===== config.mk =====
export PLATFORM = sky130hd
export DESIGN_NAME = gpu_bus_exerciser_flat
export DESIGN_NICKNAME = d
export VERILOG_FILES = /design/src/rtl/gpu_bus_pkg.sv /design/src/rtl/gpu_bus_exerciser_if.sv /design/src/rtl/gpu_bus_pattern_gen.sv /design/src/rtl/gpu_bus_exerciser.sv /design/src/flat_wrapper.sv
export SDC_FILE = /design/constraint.sdc
export NUM_CORES = 1
export LEC_CHECK = 0
export ABC_AREA = 1
export CAP_MARGIN = 40
export CORE_MARGIN = 3
export CORE_UTILIZATION = 43
export DETAILED_ROUTE_END_ITERATION = 8
export PLACE_DENSITY = 0.66
export SYNTH_ARGS = -nofsm -noshare
export SYNTH_HDL_FRONTEND = slang
export SYNTH_SLANG_ARGS = --single-unit

===== constraint.sdc =====
create_clock -name clk -period 2.7 [get_ports clk]
set_clock_uncertainty 0.05 [all_clocks]
set_input_delay 0.54 -clock clk [delete_from_list [all_inputs] [get_ports clk]]
set_output_delay 0.54 -clock clk [all_outputs]
set_load 0.01 [all_outputs]

===== src/rtl/gpu_bus_pkg.sv =====
// gpu_bus_pkg: shared encodings, address windows and helpers for the video bus exerciser
package gpu_bus_pkg;
  typedef enum logic [1:0] {
    PAT_FILL = 2'd0,
    PAT_INCR = 2'd1,
    PAT_LFSR = 2'd2,
    PAT_RSVD = 2'd3
  } pat_mode_e;
  typedef enum logic [2:0] {
    ST_IDLE,
    ST_WR_SETUP,
    ST_WR_STROBE,
    ST_WR_HOLD,
    ST_RD_SETUP,
    ST_RD_STROBE,
    ST_RD_HOLD,
    ST_DONE
  } state_e;
  localparam logic [15:0] VRAM_LO = 16'h8000;
  localparam logic [15:0] VRAM_HI = 16'h9FFF;
  localparam logic [15:0] OAM_LO = 16'hFE00;
  localparam logic [15:0] OAM_HI = 16'hFE9F;
  localparam logic [7:0] LFSR_TAPS = 8'hB8;
  // VRAM is off-limits in mode 3, OAM in modes 2 and 3
  function automatic logic addr_blocked(input logic [15:0] a, input logic [1:0] m);
    return (m == 2'd3 && a >= VRAM_LO && a <= VRAM_HI) || (m[1] && a >= OAM_LO && a <= OAM_HI);
  endfunction
  // Fibonacci x^8+x^6+x^5+x^4+1, shifting towards the MSB
  function automatic logic [7:0] lfsr_next(input logic [7:0] s);
    return {s[6:0], ^(s & LFSR_TAPS)};
  endfunction
endpackage


===== src/rtl/gpu_bus_exerciser_if.sv =====
// gpu_bus_exerciser_if: CPU-side video bus between the exerciser and gpu_top
interface gpu_bus_exerciser_if;
  logic [15:0] A_video;
  logic [7:0] di_video;
  logic [7:0] do_video;
  logic mem_enable_video;
  logic rd_n_video;
  logic wr_n_video;
  logic [1:0] mode_video;
  modport master (
    output A_video, di_video, mem_enable_video, rd_n_video, wr_n_video,
    input do_video, mode_video
  );
  modport slave (
    input A_video, di_video, mem_enable_video, rd_n_video, wr_n_video,
    output do_video, mode_video
  );
endinterface


===== src/rtl/gpu_bus_pattern_gen.sv =====
// gpu_bus_pattern_gen: registered byte pattern source, loaded from a seed and stepped per index
module gpu_bus_pattern_gen
  import gpu_bus_pkg::*;
(
  input  logic       clk,
  input  logic       rst_n,
  input  logic       load,
  input  logic       step,
  input  logic [1:0] mode,
  input  logic [7:0] seed,
  output logic [7:0] pat
);
  logic [7:0] pat_q, pat_d;
  // load wins over step; FILL and the reserved mode simply hold the seed
  always_comb begin
    pat_d = pat_q;
    if (load)
      pat_d = (mode == PAT_LFSR && seed == 8'd0) ? 8'h01 : seed;
    else if (step)
      pat_d = mode == PAT_INCR ? pat_q + 8'd1 : mode == PAT_LFSR ? lfsr_next(pat_q) : pat_q;
  end
  // pattern register
  always_ff @(posedge clk or negedge rst_n)
    if (!rst_n) pat_q <= 8'd0;
    else pat_q <= pat_d;
  assign pat = pat_q;
endmodule


===== src/rtl/gpu_bus_exerciser.sv =====
// gpu_bus_exerciser: pattern write/readback master for the gpu_top video bus plus interrupt acker
module gpu_bus_exerciser
  import gpu_bus_pkg::*;
#(
  parameter int LEN_W = 13,
  parameter int STROBE_CYC = 2,
  parameter int NUM_INT = 2,
  parameter int CNT_W = 8,
  parameter int ERR_W = 8
) (
  input  logic                     clk,
  input  logic                     top_rst_b,
  input  logic                     start,
  input  logic [1:0]               pat_mode,
  input  logic [7:0]               seed,
  input  logic [15:0]              base_addr,
  input  logic [LEN_W-1:0]         length,
  input  logic                     check_en,
  output logic                     busy,
  output logic                     done,
  output logic [ERR_W-1:0]         err_count,
  output logic [15:0]              first_err_addr,
  gpu_bus_exerciser_if.master      bus,
  input  logic [NUM_INT-1:0]       int_req,
  output logic [NUM_INT-1:0]       int_ack,
  output logic [NUM_INT*CNT_W-1:0] int_count
);
  localparam int SC_W = STROBE_CYC > 1 ? $clog2(STROBE_CYC) : 1;
  localparam logic [SC_W-1:0] SC_LAST = SC_W'(STROBE_CYC - 1);

  state_e state_q, state_d;
  logic [LEN_W-1:0] idx_q, idx_d, len_q, len_d;
  logic [15:0] addr_q, addr_d, base_q, base_d, ferr_q, ferr_d;
  logic [SC_W-1:0] sc_q, sc_d;
  logic [1:0] mode_q, mode_d;
  logic [7:0] seed_q, seed_d, rdata_q, rdata_d;
  logic chk_q, chk_d;
  logic [ERR_W-1:0] err_q, err_d;
  logic busy_q, busy_d, done_q, done_d, mem_en_q, mem_en_d, rd_n_q, rd_n_d, wr_n_q, wr_n_d;
  logic gen_load, gen_step, last, sc_last;
  logic [1:0] gen_mode;
  logic [7:0] gen_seed, pat;

  assign last = idx_q == len_q - LEN_W'(1);
  assign sc_last = sc_q == SC_LAST;
  assign gen_mode = state_q == ST_IDLE ? pat_mode : mode_q;
  assign gen_seed = state_q == ST_IDLE ? seed : seed_q;

  gpu_bus_pattern_gen u_pat (
    .clk  (clk),
    .rst_n(top_rst_b),
    .load (gen_load),
    .step (gen_step),
    .mode (gen_mode),
    .seed (gen_seed),
    .pat  (pat)
  );

  // next-state and next-output logic; bus outputs are derived from the next state
  always_comb begin
    state_d = state_q;
    idx_d = idx_q;
    len_d = len_q;
    addr_d = addr_q;
    base_d = base_q;
    mode_d = mode_q;
    seed_d = seed_q;
    chk_d = chk_q;
    rdata_d = rdata_q;
    err_d = err_q;
    ferr_d = ferr_q;
    gen_load = 1'b0;
    gen_step = 1'b0;
    sc_d = (state_q == ST_WR_STROBE || state_q == ST_RD_STROBE) ? sc_q + SC_W'(1) : '0;
    case (state_q)
      ST_IDLE: if (start) begin
        state_d = length == '0 ? ST_DONE : ST_WR_SETUP;
        len_d = length;
        base_d = base_addr;
        mode_d = pat_mode;
        seed_d = seed;
        chk_d = check_en;
        idx_d = '0;
        addr_d = base_addr;
        err_d = '0;
        ferr_d = '0;
        gen_load = 1'b1;
      end
      ST_WR_SETUP: if (!addr_blocked(addr_q, bus.mode_video)) state_d = ST_WR_STROBE;
      ST_WR_STROBE: if (sc_last) state_d = ST_WR_HOLD;
      ST_WR_HOLD: begin
        if (!last) begin
          state_d = ST_WR_SETUP;
          idx_d = idx_q + LEN_W'(1);
          addr_d = addr_q + 16'd1;
          gen_step = 1'b1;
        end else if (chk_q) begin
          state_d = ST_RD_SETUP;
          idx_d = '0;
          addr_d = base_q;
          gen_load = 1'b1;
        end else
          state_d = ST_DONE;
      end
      ST_RD_SETUP: if (!addr_blocked(addr_q, bus.mode_video)) state_d = ST_RD_STROBE;
      ST_RD_STROBE: if (sc_last) begin
        state_d = ST_RD_HOLD;
        rdata_d = bus.do_video;
      end
      ST_RD_HOLD: begin
        if (rdata_q != pat) begin
          err_d = &err_q ? err_q : err_q + ERR_W'(1);
          ferr_d = err_q == '0 ? addr_q : ferr_q;
        end
        if (!last) begin
          state_d = ST_RD_SETUP;
          idx_d = idx_q + LEN_W'(1);
          addr_d = addr_q + 16'd1;
          gen_step = 1'b1;
        end else
          state_d = ST_DONE;
      end
      default: state_d = ST_IDLE;
    endcase
    busy_d = !(state_d inside {ST_IDLE, ST_DONE});
    mem_en_d = busy_d;
    done_d = state_d == ST_DONE;
    wr_n_d = state_d != ST_WR_STROBE;
    rd_n_d = state_d != ST_RD_STROBE;
  end

  // FSM and registered bus outputs; reset forces the strobes high at once
  always_ff @(posedge clk or negedge top_rst_b)
    if (!top_rst_b) begin
      state_q <= ST_IDLE;
      idx_q <= '0;
      len_q <= '0;
      addr_q <= '0;
      base_q <= '0;
      mode_q <= '0;
      seed_q <= '0;
      chk_q <= 1'b0;
      rdata_q <= '0;
      err_q <= '0;
      ferr_q <= '0;
      sc_q <= '0;
      busy_q <= 1'b0;
      done_q <= 1'b0;
      mem_en_q <= 1'b0;
      wr_n_q <= 1'b1;
      rd_n_q <= 1'b1;
    end else begin
      state_q <= state_d;
      idx_q <= idx_d;
      len_q <= len_d;
      addr_q <= addr_d;
      base_q <= base_d;
      mode_q <= mode_d;
      seed_q <= seed_d;
      chk_q <= chk_d;
      rdata_q <= rdata_d;
      err_q <= err_d;
      ferr_q <= ferr_d;
      sc_q <= sc_d;
      busy_q <= busy_d;
      done_q <= done_d;
      mem_en_q <= mem_en_d;
      wr_n_q <= wr_n_d;
      rd_n_q <= rd_n_d;
    end

  logic [NUM_INT-1:0] ack_q, ack_d;
  logic [NUM_INT-1:0][CNT_W-1:0] icnt_q, icnt_d;
  // ack a request unless it was acked last cycle, so held requests ack every other cycle
  always_comb begin
    ack_d = int_req & ~ack_q;
    for (int i = 0; i < NUM_INT; i++)
      icnt_d[i] = (ack_d[i] && !(&icnt_q[i])) ? icnt_q[i] + CNT_W'(1) : icnt_q[i];
  end
  // interrupt ack and count registers
  always_ff @(posedge clk or negedge top_rst_b)
    if (!top_rst_b) begin
      ack_q <= '0;
      icnt_q <= '0;
    end else begin
      ack_q <= ack_d;
      icnt_q <= icnt_d;
    end

  assign busy = busy_q;
  assign done = done_q;
  assign err_count = err_q;
  assign first_err_addr = ferr_q;
  assign int_ack = ack_q;
  assign int_count = icnt_q;
  assign bus.A_video = addr_q;
  assign bus.di_video = pat;
  assign bus.mem_enable_video = mem_en_q;
  assign bus.rd_n_video = rd_n_q;
  assign bus.wr_n_video = wr_n_q;
endmodule


===== src/flat_wrapper.sv =====
// flat-port wrapper written by rule: the top's interface ports become plain ports
module gpu_bus_exerciser_flat import gpu_bus_pkg::*;
#(
  parameter int LEN_W = 13,
  parameter int STROBE_CYC = 2,
  parameter int NUM_INT = 2,
  parameter int CNT_W = 8,
  parameter int ERR_W = 8
)
  (clk, top_rst_b, start, pat_mode, seed, base_addr, length, check_en, busy, done, err_count, first_err_addr, int_req, int_ack, int_count, bus_A_video, bus_di_video, bus_mem_enable_video, bus_rd_n_video, bus_wr_n_video, bus_do_video, bus_mode_video);
  gpu_bus_exerciser_if bus_i ();
  input  logic clk;
  input  logic top_rst_b;
  input  logic start;
  input  logic [1:0] pat_mode;
  input  logic [7:0] seed;
  input  logic [15:0] base_addr;
  input  logic [LEN_W-1:0] length;
  input  logic check_en;
  output logic busy;
  output logic done;
  output logic [ERR_W-1:0] err_count;
  output logic [15:0] first_err_addr;
  input  logic [NUM_INT-1:0] int_req;
  output logic [NUM_INT-1:0] int_ack;
  output logic [NUM_INT*CNT_W-1:0] int_count;
  output wire logic [$bits(bus_i.A_video)-1:0] bus_A_video;
  output wire logic [$bits(bus_i.di_video)-1:0] bus_di_video;
  output wire logic [$bits(bus_i.mem_enable_video)-1:0] bus_mem_enable_video;
  output wire logic [$bits(bus_i.rd_n_video)-1:0] bus_rd_n_video;
  output wire logic [$bits(bus_i.wr_n_video)-1:0] bus_wr_n_video;
  input wire logic [$bits(bus_i.do_video)-1:0] bus_do_video;
  input wire logic [$bits(bus_i.mode_video)-1:0] bus_mode_video;
  assign bus_A_video = bus_i.A_video;
  assign bus_di_video = bus_i.di_video;
  assign bus_mem_enable_video = bus_i.mem_enable_video;
  assign bus_rd_n_video = bus_i.rd_n_video;
  assign bus_wr_n_video = bus_i.wr_n_video;
  assign bus_i.do_video = bus_do_video;
  assign bus_i.mode_video = bus_mode_video;
  gpu_bus_exerciser #(.LEN_W(LEN_W), .STROBE_CYC(STROBE_CYC), .NUM_INT(NUM_INT), .CNT_W(CNT_W), .ERR_W(ERR_W)) u_core (.clk(clk), .top_rst_b(top_rst_b), .start(start), .pat_mode(pat_mode), .seed(seed), .base_addr(base_addr), .length(length), .check_en(check_en), .busy(busy), .done(done), .err_count(err_count), .first_err_addr(first_err_addr), .bus(bus_i), .int_req(int_req), .int_ack(int_ack), .int_count(int_count));
endmodule

==> metrics.md, run 1 <==
| Metric | Value |
|---|---|
| Number of vias per cell | `5.14` |
| Max-cap viol count | `0` |
| CP Max Fanout | `20` |
| R2R Path Start | `u_core.len_q[1]` |
| Post-synthesis xor/xnor area fraction | `4.91%` |
| Via count | `7609` |
| Ys async rst share | `100%` |
| Largest family of logic cells by synthesized area | `simple AND/OR/NAND/NOR gates` |
| Logic gate share of total power | `44.6%` |
| Maximum root-to-sink buffer count | `2` |
| R2r setup slk | `230 ps` |
| Clk pwr share | `23.8%` |
| Placed cell areas | `0.00964 mm^2` |
| Crit path required time | `2960 ps` |
| DRC violations left | `0` |
| Post-route core utilization | `57.1%` |
| Critical path's largest stage delay | `390 ps` |
| Die H | `143 um` |
| Worst hold path class | `input pin to asynchronous set/reset pin` |
| Sequential share of the synthesized area | `42.1%` |
| Peak VDD IR | `554 uV` |
| Routed len/inst | `15.2 um` |
| Initial DRC count | `535` |
| Mapped Cells | `1093` |
| Slew Limit Fails | `0` |
| Worst setup EP type | `flop` |
| CP Class | `flop to flop` |
| Worst hold slack | `-5.59 ps` |
| Grt total ovfl | `0` |
| Number of flops mapped to enable cells by yosys | `0` |
| Die width | `143 um` |
| Die area | `0.0203 mm^2` |
| Setup TNS | `0 ps` |
| Distinct cells, synth | `43` |
| CP top delay family | `simple AND/OR/NAND/NOR gates` |
| Post-route cell area | `0.0104 mm^2` |
| Root Buffer | `clkbuf_16` |
| Sink Count | `135` |
| Layout cell share with drive strength beyond 1 | `9.12%` |
| Setup crit start kind | `flop` |
| Antenna viol nets, final | `0` |
| Most used DFF post-synth | `dfrtp_1` |
| # fillers | `1701` |
| Mapped cell area | `0.00803 mm^2` |
| Worst EP arrival | `2730 ps` |
| Total number of yosys warnings | `0` |
| Reg2reg end | `u_core.bus.A_video[10]` |
| WP buf/inv | `4` |
| Failing checks | `hold timing` |
| Skew-Pair Late Insertion Delay | `420 ps` |
| Htree depth | `4` |
| Core area | `0.0181 mm^2` |
| Highest Clock Rate | `405 MHz` |
| Ports | `126` |
| Final period util | `91.5%` |
| # hold bufs at CTS | `0` |
| Area of the multi-input gates | `0.00398 mm^2` |
| Slew Limit Headroom | `65.4%` |
| Global-route wire length before repair | `37.0 mm` |
| Placement Setup Slack | `181 ps` |
| Switching power total | `4.37 mW` |
| Synth Area in Simple Gates | `32.8%` |
| DP HPWL | `16.3 mm` |
| Vias in the first global route | `7287` |
| Critical path cell sequence | `inv_2, ha_2, nand2_1, inv_1, nor2_1, nand2_1, nor2_2, nand2_1, nor2_1, nand3_1, nor2_4, nand3_2, nand2_2, nor2_4, buf_12, buf_16, nand2_1, o21ai_2` |
| Syn nets | `1160` |
| Initial core utilization | `44.2%` |
| Final WL | `22.4 mm` |
| Cell count of the worst reg-to-reg path | `18` |
| Slowest stage cell, crit path | `dfrtp_1` |
| Fin nets | `1304` |
| Critical path depth | `18` |
| Gp weighted congestion | `0.945` |
| Reg power frac | `31.6%` |
| Syn Area/Cell | `7.34 um^2` |
| Most common cell on crit path | `nand2_1` |
| Pwr Density | `1010 mW/mm^2` |
| Final Hold Vio Count | `2` |
| Sw Ratio | `41.8%` |
| Initial antenna violation count | `0` |
| Crit path from | `u_core.len_q[1]` |
| Worst Setup EP | `u_core.bus.A_video[10]` |
| Post-synthesis mux area share | `0.842%` |
| Synth Area in Compound Gates | `8.76%` |
| Internal Power | `6.08 mW` |
| GR Util All Layers | `22.7%` |
| Reg clk slew, reported paths | `60 ps` |
| # rows | `49` |
| Area share of fa/ha/maj cells after synthesis | `1.87%` |
| Final worst setup slack | `230 ps` |
| Largest net degree at the start of global routing | `59` |
| Period minus WS final | `2470 ps` |
| CTS tree | `done` |
| Synth Register Bits | `135` |
| P_leak | `4.96 nW` |
| First-pass DRT Iterations | `5` |
| Total CTS buffers | `17` |
| Area Growth Syn to Fin | `29.1%` |
| Buffers added on ports | `125` |
| Register Area | `0.00338 mm^2` |
| Status | `finished, violations left` |
| Final setup vio count | `0` |
| Worst-margin pin slew | `520 ps` |
| Ant. Diodes | `0` |
==> per-stage QoR <==
step / std cells / power, mW / hold slack [ps]
after floorplan: 1093 / 6.16 / 194
after global placement: 1441 / 7.72 / 383
after detailed placement: 1442 / 7.84 / 389
after CTS: 1474 / 10.4 / 13.0
after global routing: 1479 / 11.3 / 25.6
final: 1479 / 10.5 / -5.59
==> how the worst min path moves through the flow <==
| stage | slack [ps] | endpoint | depth (start not counted) |
|---|---|---|---|
| 6_report | -6 | u_core.first_err_addr[10] | 1 |
| 5_1_grt | 30 | u_core.first_err_addr[4] | 1 |
| 4_1_cts | 10 | u_core.first_err_addr[10] | 1 |
| 3_5_place_dp | 390 | u_core.sc_last | 1 |
| 3_3_place_gp | 380 | u_core.sc_last | 1 |
| 2_1_floorplan | 190 | u_core.base_q[0] | 0 |
==> cells in the final DEF, fill, tap and decap left out, drive strengths merged <==
cell / netlist / routed
a21boi: 1 / 1
a21oi: 20 / 20
a22o: 1 / 1
a22oi: 1 / 1
a31o: 1 / 1
a31oi: 1 / 1
buf: 11 / 30
bufinv: 0 / 3
clkbuf: 18 / 18
clkdlybuf4s50: 0 / 124
clkinv: 2 / 6
dfrtp: 133 / 133
dfstp: 2 / 2
ha: 12 / 12
inv: 144 / 151
mux2: 6 / 6
nand2: 353 / 353
nand3: 101 / 101
nand3b: 14 / 14
nand4: 23 / 23
nor2: 74 / 74
nor3: 18 / 18
nor3b: 1 / 1
nor4: 7 / 7
o21a: 2 / 2
o21ai: 81 / 81
o22ai: 17 / 17
or2: 4 / 4
xnor2: 12 / 12
xor2: 33 / 33
==> synth_stat cells, types with 2 or more instances <==
cell,instances,area share [%]
o21ai_2,10,1.1
buf_4,3,0.28
buf_2,4,0.25
mux2_2,6,0.84
buf_6,3,0.42
o21ai_0,70,4.4
clkinv_1,2,0.094
dfstp_2,2,0.65
ha_1,12,1.9
nor2_2,5,0.39
clkbuf_1,17,0.79
nand3_1,99,6.2
nand3_2,2,0.25
nand2_2,6,0.47
a21oi_1,20,1.2
o22ai_1,17,1.3
nor2_4,6,0.84
inv_2,3,0.14
or2_2,3,0.23
nand4_1,21,1.6
xnor2_1,12,1.3
o21a_1,2,0.19
nor2_1,63,2.9
dfrtp_1,133,41
xor2_1,33,3.6
inv_1,141,6.6
nor3_1,18,1.1
nand3b_1,14,1.3
nor4_1,7,0.55
nand2_1,346,16
==> sequential cells by signal, indices dropped and copies added (netlist names) <==
register,cells
u_core.base_q,16
u_core.bus.A_video,16
u_core.bus.rd_n_video,1
u_core.bus.wr_n_video,1
u_core.busy,1
u_core.chk_q,1
u_core.done,1
u_core.err_count,8
u_core.first_err_addr,16
u_core.idx_q,13
u_core.int_ack,2
u_core.int_count,16
u_core.len_q,13
u_core.mode_q,2
u_core.rdata_q,8
u_core.sc_last,1
u_core.seed_q,8
u_core.state_q,3
u_core.u_pat.pat,8
==> cells by family after synthesis <==
group / count (synthesis)
DFF: 135
muxes: 6
xor gates and xnor gates: 45
AOI/OAI and AO/OA: 125
buffers and inverters: 175
and+or+nand+nor: 595
adders and majority gates: 12
==> routing by layer <==
metal	routed length, um	up-vias	part of all wire (%)	GRT usage [%]
li1	-	3788	-	-
met1	10000	3573	45	30.9
met2	10800	208	48	36.9
met3	1170	40	5.2	4.35
met4	462	0	2.1	6.80
met5	0	-	0	0
==> power groups by stage <==
stage | Sequential (mW) | Clock (mW) | Combinational [mW]
final | 3.30 | 2.48 | 4.66
after CTS | 3.30 | 2.53 | 4.55
after global routing | 3.40 | 2.62 | 5.28
after global placement | 3.32 | 0 | 4.40
after floorplan | 3.29 | 0 | 2.87
after detailed placement | 3.32 | 0 | 4.52
==> layout make-up <==
type	instances	area share (%)
Clock inverter	14	1.79
Timing Repair Buffer	154	14.9
Multi-Input combinational cell	783	38.4
Tap cell	229	2.77
Clock buffer	18	4.24
Sequential cell	135	32.6
Inverter	146	5.29
==> what timing repair did <==
item	in CTS	in global routing
resized for setup	0	8
setup buffers	0	5
endpoints found under the setup margin	0	33
(Power assumes the default switching activity.)
==> run 2: changes to the inputs <==
--- a/config.mk
+++ b/config.mk
@@ -10,7 +10,8 @@
 export CORE_MARGIN = 3
 export CORE_UTILIZATION = 43
 export DETAILED_ROUTE_END_ITERATION = 8
-export PLACE_DENSITY = 0.66
+export PLACE_DENSITY = 0.63
+export SKIP_LAST_GASP = 1
 export SYNTH_ARGS = -nofsm -noshare
 export SYNTH_HDL_FRONTEND = slang
 export SYNTH_SLANG_ARGS = --single-unit
==> metrics.md, run 2 (synthesis results as in run 1) <==
| Metric | Value |
|---|---|
| Status | `complete, no violations` |
| Initial antenna violation count | `0` |
| # fillers | `1717` |
| Total CTS buffers | `17` |
| Vias in the first global route | `7214` |
| Final worst setup slack | `251 ps` |
| Initial core utilization | `44.2%` |
| Ports | `126` |
| Core area | `0.0181 mm^2` |
| Most common cell on crit path | `nand2_1` |
| Setup crit start kind | `flop` |
| Slew Limit Fails | `0` |
| Die area | `0.0203 mm^2` |
| Max-cap viol count | `0` |
| Die width | `143 um` |
| Sink Count | `135` |
| Crit path required time | `3010 ps` |
| Htree depth | `4` |
| Slew Limit Headroom | `61.9%` |
| Highest Clock Rate | `408 MHz` |
| Worst hold slack | `38.9 ps` |
| CP Max Fanout | `6` |
| Final period util | `90.7%` |
| # hold bufs at CTS | `0` |
| Number of vias per cell | `5.14` |
| Critical path cell sequence | `nor2_2, nand2_1, nor2_4, nand3_1, nand2_1, nand2_1, inv_1, nand2_1, nor2_4, nand2_2, nor2_4, buf_4, nand2_1, nand3_1, nand2_1, o21ai_2` |
| # rows | `49` |
| First-pass DRT Iterations | `5` |
| Grt total ovfl | `0` |
| Worst setup EP type | `flop` |
| Die H | `143 um` |
| Placement Setup Slack | `106 ps` |
| CP Class | `flop to flop` |
| Routed len/inst | `15.0 um` |
| Via count | `7598` |
| Period minus WS final | `2450 ps` |
| CTS tree | `done` |
| Worst-margin pin slew | `572 ps` |
| Final Hold Vio Count | `0` |
| Area Growth Syn to Fin | `28.9%` |
| Critical path's largest stage delay | `420 ps` |
| Slowest stage cell, crit path | `dfrtp_1` |
| Reg clk slew, reported paths | `70 ps` |
| Final WL | `22.1 mm` |
| Ant. Diodes | `0` |
| Peak VDD IR | `602 uV` |
| Initial DRC count | `478` |
| Commonest non-fill, non-tap cells in the layout | `nand2_1, inv_1, dfrtp_1` |
| Antenna viol nets, final | `0` |
| Most common cell after layout, fill and taps aside | `nand2_1` |
| Gp weighted congestion | `0.925` |
| Largest net degree at the start of global routing | `60` |
| Maximum root-to-sink buffer count | `2` |
| GR Util All Layers | `22.2%` |
| Worst EP arrival | `2760 ps` |
| Buffers added on ports | `125` |
| Global-route wire length before repair | `36.4 mm` |
| Pwr Density | `1010 mW/mm^2` |
| Layout cell share with drive strength beyond 1 | `8.81%` |
| Fin nets | `1303` |
| P_leak | `4.96 nW` |
| DP HPWL | `16.4 mm` |
| Final setup vio count | `0` |
| RSZ-0062 raised after global routing | `true` |
| Skew-Pair Late Insertion Delay | `420 ps` |
| Root Buffer | `clkbuf_16` |
| Worst hold path class | `input pin to asynchronous set/reset pin` |
| DRC violations left | `0` |
[run 2: cell types whose count changed in the layout (fill, tap and decap cells not counted), sizes merged]
cell	delta
clkinv	-1
buf	-1
clkbuf	+1
[run 2: area by class of cell]
class	instances	area [um^2]	area share, %
inverters	146	548	5.30
multi-input cells	783	3960	38.3
flip-flops and latches	135	3380	32.7
repair buffers	153	1530	14.8
well taps	229	287	2.77
clock inverters	13	183	1.77
clock buffers	19	453	4.38
[run 2: layer usage]
metal | GRT usage, % | wire (um) | vias up
li1 | - | - | 3788
met1 | 30.5 | 10100 | 3558
met2 | 36.2 | 10600 | 226
met3 | 3.99 | 1150 | 26
met4 | 6.15 | 333 | 0
met5 | 0 | 0 | -
[run 2: worst max-delay path, delay by kind of cell, from the launching register on]
kind            cells  cell delay, ps
flops               1             420
compound gates      1              50
simple gates       13            1660
buf+inv             2             200
[run 2: report_power, final]
| part | switching [mW] | leakage (nW) | internal [mW] |
|---|---|---|---|
| Clock | 0.975 | 0.313 | 1.53 |
| Combinational | 2.73 | 2.93 | 1.88 |
| Sequential | 0.652 | 1.71 | 2.65 |
| Total | 4.36 | 4.96 | 6.06 |
[run 2: what timing repair did]
item	in CTS	in global routing
endpoints found under the hold margin	0	0
buffers inserted	0	3
gates resized for setup	0	3
endpoints found under the setup margin	0	26
[run 2: path summary, 6_finish.rpt]
kind / startpoint / endpoint / slack [ps] / depth (start not counted)
min in group clk: u_core.int_ack[1] / u_core.int_ack[1] / 390 / 1
max: u_core.len_q[3] / u_core.bus.A_video[10] / 250 / 16
min: top_rst_b / u_core.first_err_addr[11] / 40 / 1
min reg2reg: u_core.int_ack[1] / u_core.int_ack[1] / 390 / 1
max reg2reg: u_core.len_q[3] / u_core.bus.A_video[10] / 250 / 16
max in group asynchronous: top_rst_b / u_core.base_q[6] / 1800 / 2
[run 2: per-stage QoR]
| step | cell area, um^2 | util (%) | power (mW) | cells | setup TNS, ps |
|---|---|---|---|---|---|
| 4_1_cts | 10300 | 56.7 | 10.4 | 1475 | 0 |
| 3_3_place_gp | 9620 | 53.0 | 7.75 | 1442 | 0 |
| 6_report | 10300 | 57.0 | 10.4 | 1478 | 0 |
| 3_5_place_dp | 9650 | 53.2 | 7.87 | 1443 | 0 |
| 2_1_floorplan | 8030 | - | 6.16 | 1093 | 0 |
| 5_1_grt | 10300 | 57.0 | 11.2 | 1478 | -20.0 |
==> run 3: changes to the inputs <==
--- a/config.mk
+++ b/config.mk
@@ -11,6 +11,7 @@
 export CORE_UTILIZATION = 43
 export DETAILED_ROUTE_END_ITERATION = 8
 export PLACE_DENSITY = 0.63
+export REMOVE_ABC_BUFFERS = 1
 export SKIP_LAST_GASP = 1
 export SYNTH_ARGS = -nofsm -noshare
 export SYNTH_HDL_FRONTEND = slang
==> metrics.md, run 3 (synthesis results as in run 1) <==
| Metric | Value |
|---|---|
| Final setup vio count | `0` |
| Htree depth | `4` |
| Reg2reg end | `u_core.done` |
| CP Class | `flop to flop` |
| Skew-Pair Late Insertion Delay | `430 ps` |
| Die H | `143 um` |
| Crit path from | `u_core.len_q[0]` |
| DRC violations left | `0` |
| Global-route wire length before repair | `37.3 mm` |
| Maximum root-to-sink buffer count | `2` |
| Routed len/inst | `15.2 um` |
| Highest Clock Rate | `405 MHz` |
| Reg clk slew, reported paths | `70 ps` |
| RSZ-0062 raised after global routing | `true` |
| Worst hold path class | `input pin to asynchronous set/reset pin` |
| Vias in the first global route | `7276` |
| Setup crit start kind | `flop` |
| Ant. Diodes | `0` |
| Die area | `0.0203 mm^2` |
| Area Growth Syn to Fin | `28.3%` |
| # rows | `49` |
| Sink Count | `135` |
| Via count | `7587` |
| Cell count of the worst reg-to-reg path | `15` |
| Pwr Density | `986 mW/mm^2` |
| Placed cell areas | `0.00967 mm^2` |
| First-pass DRT Iterations | `6` |
| Max-cap viol count | `0` |
| Worst setup EP type | `flop` |
| Most common cell after layout, fill and taps aside | `nand2_1` |
| Gp weighted congestion | `0.886` |
| Commonest non-fill, non-tap cells in the layout | `nand2_1, inv_1, dfrtp_1` |
| Post-route cell area | `0.0103 mm^2` |
| CP Max Fanout | `7` |
| Slew Limit Headroom | `56.4%` |
| Buffers added on ports | `125` |
| Slowest stage cell, crit path | `dfrtp_1` |
| Final Hold Vio Count | `0` |
| CTS tree | `done` |
| Peak VDD IR | `528 uV` |
| DP HPWL | `16.2 mm` |
| Period minus WS final | `2470 ps` |
| Die width | `143 um` |
| Initial antenna violation count | `0` |
| Worst Setup EP | `u_core.done` |
| Status | `complete, no violations` |
| Root Buffer | `clkbuf_16` |
| Worst EP arrival | `2750 ps` |
| Fin nets | `1304` |
| P_leak | `4.93 nW` |
| Total CTS buffers | `17` |
| Number of vias per cell | `5.13` |
| Most common cell on crit path | `nand2_1` |
| Critical path cell sequence | `inv_2, ha_2, nand2_1, inv_1, nor2_1, nand2_1, nor2_1, nand2_1, nor2_1, nand3_1, nor2_4, nand3_1, nand2_1, inv_1, nor3_1` |
| Slew Limit Fails | `0` |
| Initial core utilization | `44.2%` |
| R2R Path Start | `u_core.len_q[0]` |
| Antenna viol nets, final | `0` |
| Final period util | `91.4%` |
| Initial DRC count | `457` |
| Final WL | `22.5 mm` |
| GR Util All Layers | `22.8%` |
| Ports | `126` |
| Setup TNS | `0 ps` |
| Largest net degree at the start of global routing | `67` |
| Core area | `0.0181 mm^2` |
| Critical path's largest stage delay | `400 ps` |
| Grt total ovfl | `0` |
| R2r setup slk | `230 ps` |
| Crit path required time | `2980 ps` |
| Layout cell share with drive strength beyond 1 | `9.04%` |
| Worst-margin pin slew | `654 ps` |
==> run 3: cell types whose count changed in the layout (fill, tap and decap cells not counted), sizes merged <==
cell      delta
bufinv       -3
clkbuf       -2
buf          +1
clkinv       +1
clkinvlp     +4
==> run 3: area by class of cell <==
| cell class | instances | area [um^2] |
|---|---|---|
| Fill cell | 1715 | 7850 |
| Multi-Input combinational cell | 783 | 3970 |
| Sequential cell | 135 | 3380 |
| Timing Repair Buffer | 154 | 1550 |
| Inverter | 146 | 548 |
| Clock buffer | 17 | 425 |
| Tap cell | 229 | 287 |
| Clock inverter | 15 | 134 |
==> run 3: worst min path at each step <==
stage,startpoint,to,depth (start not counted)
finish,top_rst_b,u_core.first_err_addr[6],1
global route,top_rst_b,u_core.first_err_addr[6],1
CTS,top_rst_b,u_core.first_err_addr[6],1
detailed placement,u_core.int_ack[1],u_core.int_ack[1],1
global placement,u_core.sc_last,u_core.sc_last,1
floorplan,top_rst_b,u_core.base_q[0],0
==> run 3: critical path: cells and delay by family, from the launching register on <==
kind                     cells  cell delay [ps]
flip-flops                   1              400
adder cells (fa/ha/maj)      1              290
buffers and inverters        3              250
AND/OR/NAND/NOR             11             1400
==> run 3: timing repair <==
action                                  4_1_cts  5_1_grt
hold buffers                                  0        0
resized for setup                             0        6
endpoints found under the setup margin        0       32
buffers inserted                              0        3
==> run 3: metal layers <==
layer	share of wire, %	global-route usage [%]	up-vias
met3	6.0	5.59	22
li1	-	-	3798
met5	0	0	-
met2	47	37.1	206
met4	1.2	5.45	0
met1	45	30.9	3561
==> run 3: per-stage QoR <==
stage	power, mW	hold slack (ps)	setup WS [ps]	utilization, %	instances
3_3_place_gp	7.74	385	50.1	53.1	1443
3_5_place_dp	7.85	386	86.0	53.3	1444
6_report	10.2	75.0	233	56.7	1479
2_1_floorplan	6.02	194	239	-	1064
5_1_grt	11.0	111	-4.53	56.7	1479
4_1_cts	10.1	93.6	56.3	56.4	1476
==> run 3: where the power goes <==
group          total [mW]  switching (mW)  internal, mW
logic                4.61            2.71          1.90
registers            3.32           0.675          2.65
clock network        2.22            1.01          1.21
total                10.2            4.40          5.75
==> patch (settings of run 2) <==
Register the input `pat_mode` before use. The logic sees it one clock later. The other inputs are not delayed to match.
--- a/src/rtl/gpu_bus_exerciser.sv
+++ b/src/rtl/gpu_bus_exerciser.sv
@@ -30,2 +30,8 @@
 
+  logic [1:0] pat_mode_q;
+
+  always_ff @(posedge clk) begin
+    pat_mode_q <= pat_mode;
+  end
+
   state_e state_q, state_d;
@@ -45,3 +51,3 @@
   assign sc_last = sc_q == SC_LAST;
-  assign gen_mode = state_q == ST_IDLE ? pat_mode : mode_q;
+  assign gen_mode = state_q == ST_IDLE ? pat_mode_q : mode_q;
   assign gen_seed = state_q == ST_IDLE ? seed : seed_q;
@@ -79,3 +85,3 @@
         base_d = base_addr;
-        mode_d = pat_mode;
+        mode_d = pat_mode_q;
         seed_d = seed;
Function: changed (Yosys sat finds a counterexample within 4 cycles, from zero or initial values and one cycle with top_rst_b low).
==> patch against run 2 <==
Worst setup slack got worse by 0.061 ns; sequential power increased by 2%; critical path depth decreased by 2; sequential cell count increased by 2; synthesized cell count decreased by 1.6%; area after synthesis increased by 1.2%; final area increased by 3.0%; power increased by 1.6%; sequential share of layout area decreased by 0.56 points; core utilization increased by 1.3 points; wire length decreased by 2.9%; critical path type unchanged; critical endpoint is now u_core.idx_q[4]; largest power group unchanged.
==> patch: results (changes against run 2) <==
[critical_path]
crit_family = simple AND/OR/NAND/NOR gates
max_stage_delay_ns = 0.37  ; -0.05 ns
r2r_slack_ns = 0.19  ; -0.06 ns
crit_end = u_core.idx_q[4]
worstRegToRegCells = 14  ; -2
timing.rr.start = u_core.len_q[0]
cp_max_fo = 30  ; +24
critPathKind = reg -> reg
slowest_stage = dfrtp_1

[global_routing]
antenna_found_initial = 1  ; +1
grt_pass1_vias = 7193  ; -0.29%
grt.met1_usage_pct = 27.26  ; -3.2 points
grt_use_total_pct = 21.38  ; -0.79 points
grt-busiest-layer = met2
grt_pass1_wl_um = 35350  ; -3.0%
met2_usage_pct = 36.23  ; about the same
grt_use_met3_pct = 5.591  ; +1.6 points
grt_max_degree = 55  ; -8.3%

[outcome]
outcome = completed

[clock_tree]
cts_buffer_depth = 2  ; unchanged
clkTransAtPathRegs_ns = 0.06
cts_buffers = 17  ; unchanged

[yosys]
synth.avg_cell_area_sq_um = 7.548  ; +2.8%
ys.flop_type = dfrtp_1
ys_warn_count = 0  ; unchanged
yosysSeqAreaShare_pct = 42.12  ; about the same
synth_fp_nets = 1143  ; -1.5%
async_flop_share_pct = 98.54  ; -1.5 points
yosys-top-cells-count = nand2_1 (332), dfrtp_1 (133), inv_1 (112)
yosys-top-cells-area = dfrtp_1 (41%), nand2_1 (15%), nand3_1 (5.6%), inv_1 (5.2%), o21ai_0 (4.4%)
synth_cell_type_count = 44  ; +2.3%

[route]
first_iter_violations = 395  ; -17%
dr_total_vias = 7415  ; -2.4%
routed.top_layer = met5
wl_met1_um = 9568  ; -4.9%
first_pass_iters = 6  ; +1
viasPerCell = 5.017  ; -2.4%
wl_per_cell_um = 14.53  ; -2.9%
wl_met3_um = 936  ; -19%
wl_met2_um = 10570  ; about the same

[pwr]
leakagePower_nw = 5.117  ; +3.2%
max-vdd-ir-drop_mv = 0.4778  ; -21%

[worst_hold_path]
hold_path.class = in -> async

[placed_design]
place.gp.congestion = 0.9075  ; -1.8%
io_buffers = 125  ; unchanged
place_hpwl_um = 15690  ; -4.5%

[layout]
drive_gt1_share_pct = 12.09  ; +3.3 points
final_nets = 1303  ; unchanged

[sta]
max_slew_margin_pct = 65.21  ; +3.3 points

patch: cell count changes after synthesis, sizes merged, moves of 7 or more:
cell,change
inv,-27
o22ai,-17
mux2,+13
nand2,-13
a21oi,+11
nor2,+11
nand4,+9
nand3,-8
nand3b,-8
or2,+7
patch: stage by stage:
| stage | power, W | instance area, sq um | setup WS (ns) | utilization [%] | hold slack [ns] |
|---|---|---|---|---|---|
| 2_1_floorplan | 0.006069 | 8122 | 0.2873 | - | 0.1944 |
| 3_3_place_gp | 0.007710 | 9879 | -0.07490 | 54.07 | 0.3854 |
| 3_5_place_dp | 0.007832 | 9918 | 0.06508 | 54.29 | 0.3771 |
| 4_1_cts | 0.01060 | 10600 | 0.03646 | 58.00 | 0.02915 |
| 5_1_grt | 0.01139 | 10650 | -0.02129 | 58.30 | 0.04857 |
| 6_report | 0.01059 | 10650 | 0.1906 | 58.30 | 0.01681 |
patch: cell families (layout without fill, tap and decap cells):
family | Yosys count | count (layout) | synth area share [%]
compound gates | 114 | 114 | 7.287
xor+xnor | 52 | 52 | 5.793
fa+ha+maj | 12 | 12 | 1.849
buf+inv | 151 | 324 | 7.472
flops | 137 | 137 | 42.12
mux | 19 | 19 | 2.634
simple gates | 591 | 591 | 32.85
patch: worst min-delay path by stage:
stage                            startpoint                  end  slack [ns]  cells past startpoint
after detailed placement  u_core.int_ack[1]    u_core.int_ack[1]        0.38                      1
after floorplan                   top_rst_b     u_core.base_q[0]        0.19                      0
final                             top_rst_b  u_core.u_pat.pat[4]        0.02                      1
after CTS                         top_rst_b  u_core.u_pat.pat[4]        0.03                      1
after global routing              top_rst_b    u_core.rdata_q[0]        0.05                      1
after global placement    u_core.int_ack[1]    u_core.int_ack[1]        0.39                      1
patch: area by class of cell:
type,instances,area (sq um)
repair buffers,174,1694
clock inverters,12,211.5
flip-flops and latches,137,3421
well taps,229,286.5
inverters,118,442.9
multi-input cells,788,4129
fillers,1712,7619
clock buffers,20,466.7
patch: worst register-to-register path: stages (launching register included):
cell and delay, ns:
dfrtp_1 0.37, inv_1 0.13, ha_4 0.20, nand3_1 0.15
buf_4 0.17, o21ai_2 0.15, nand2_1 0.08, nor2_1 0.11
nand2_1 0.07, nor2_2 0.16, nand4_1 0.14, buf_4 0.17
nand3b_1 0.12, buf_12 0.19, o21ai_0 0.12
patch: timing repair:
item / in CTS / in global routing
setup endpoints to repair: 0 / 39
hold buffers: 0 / 0
buffers inserted: 0 / 3
gates resized for setup: 0 / 8
patch: report_power, final:
| group | internal (W) | switching [W] | total (W) |
|---|---|---|---|
| Combinational | 0.00202 | 0.00249 | 0.00452 |
| Clock | 0.00173 | 0.000961 | 0.00269 |
| Sequential | 0.00268 | 0.000699 | 0.00338 |
| Total | 0.00643 | 0.00416 | 0.0106 |
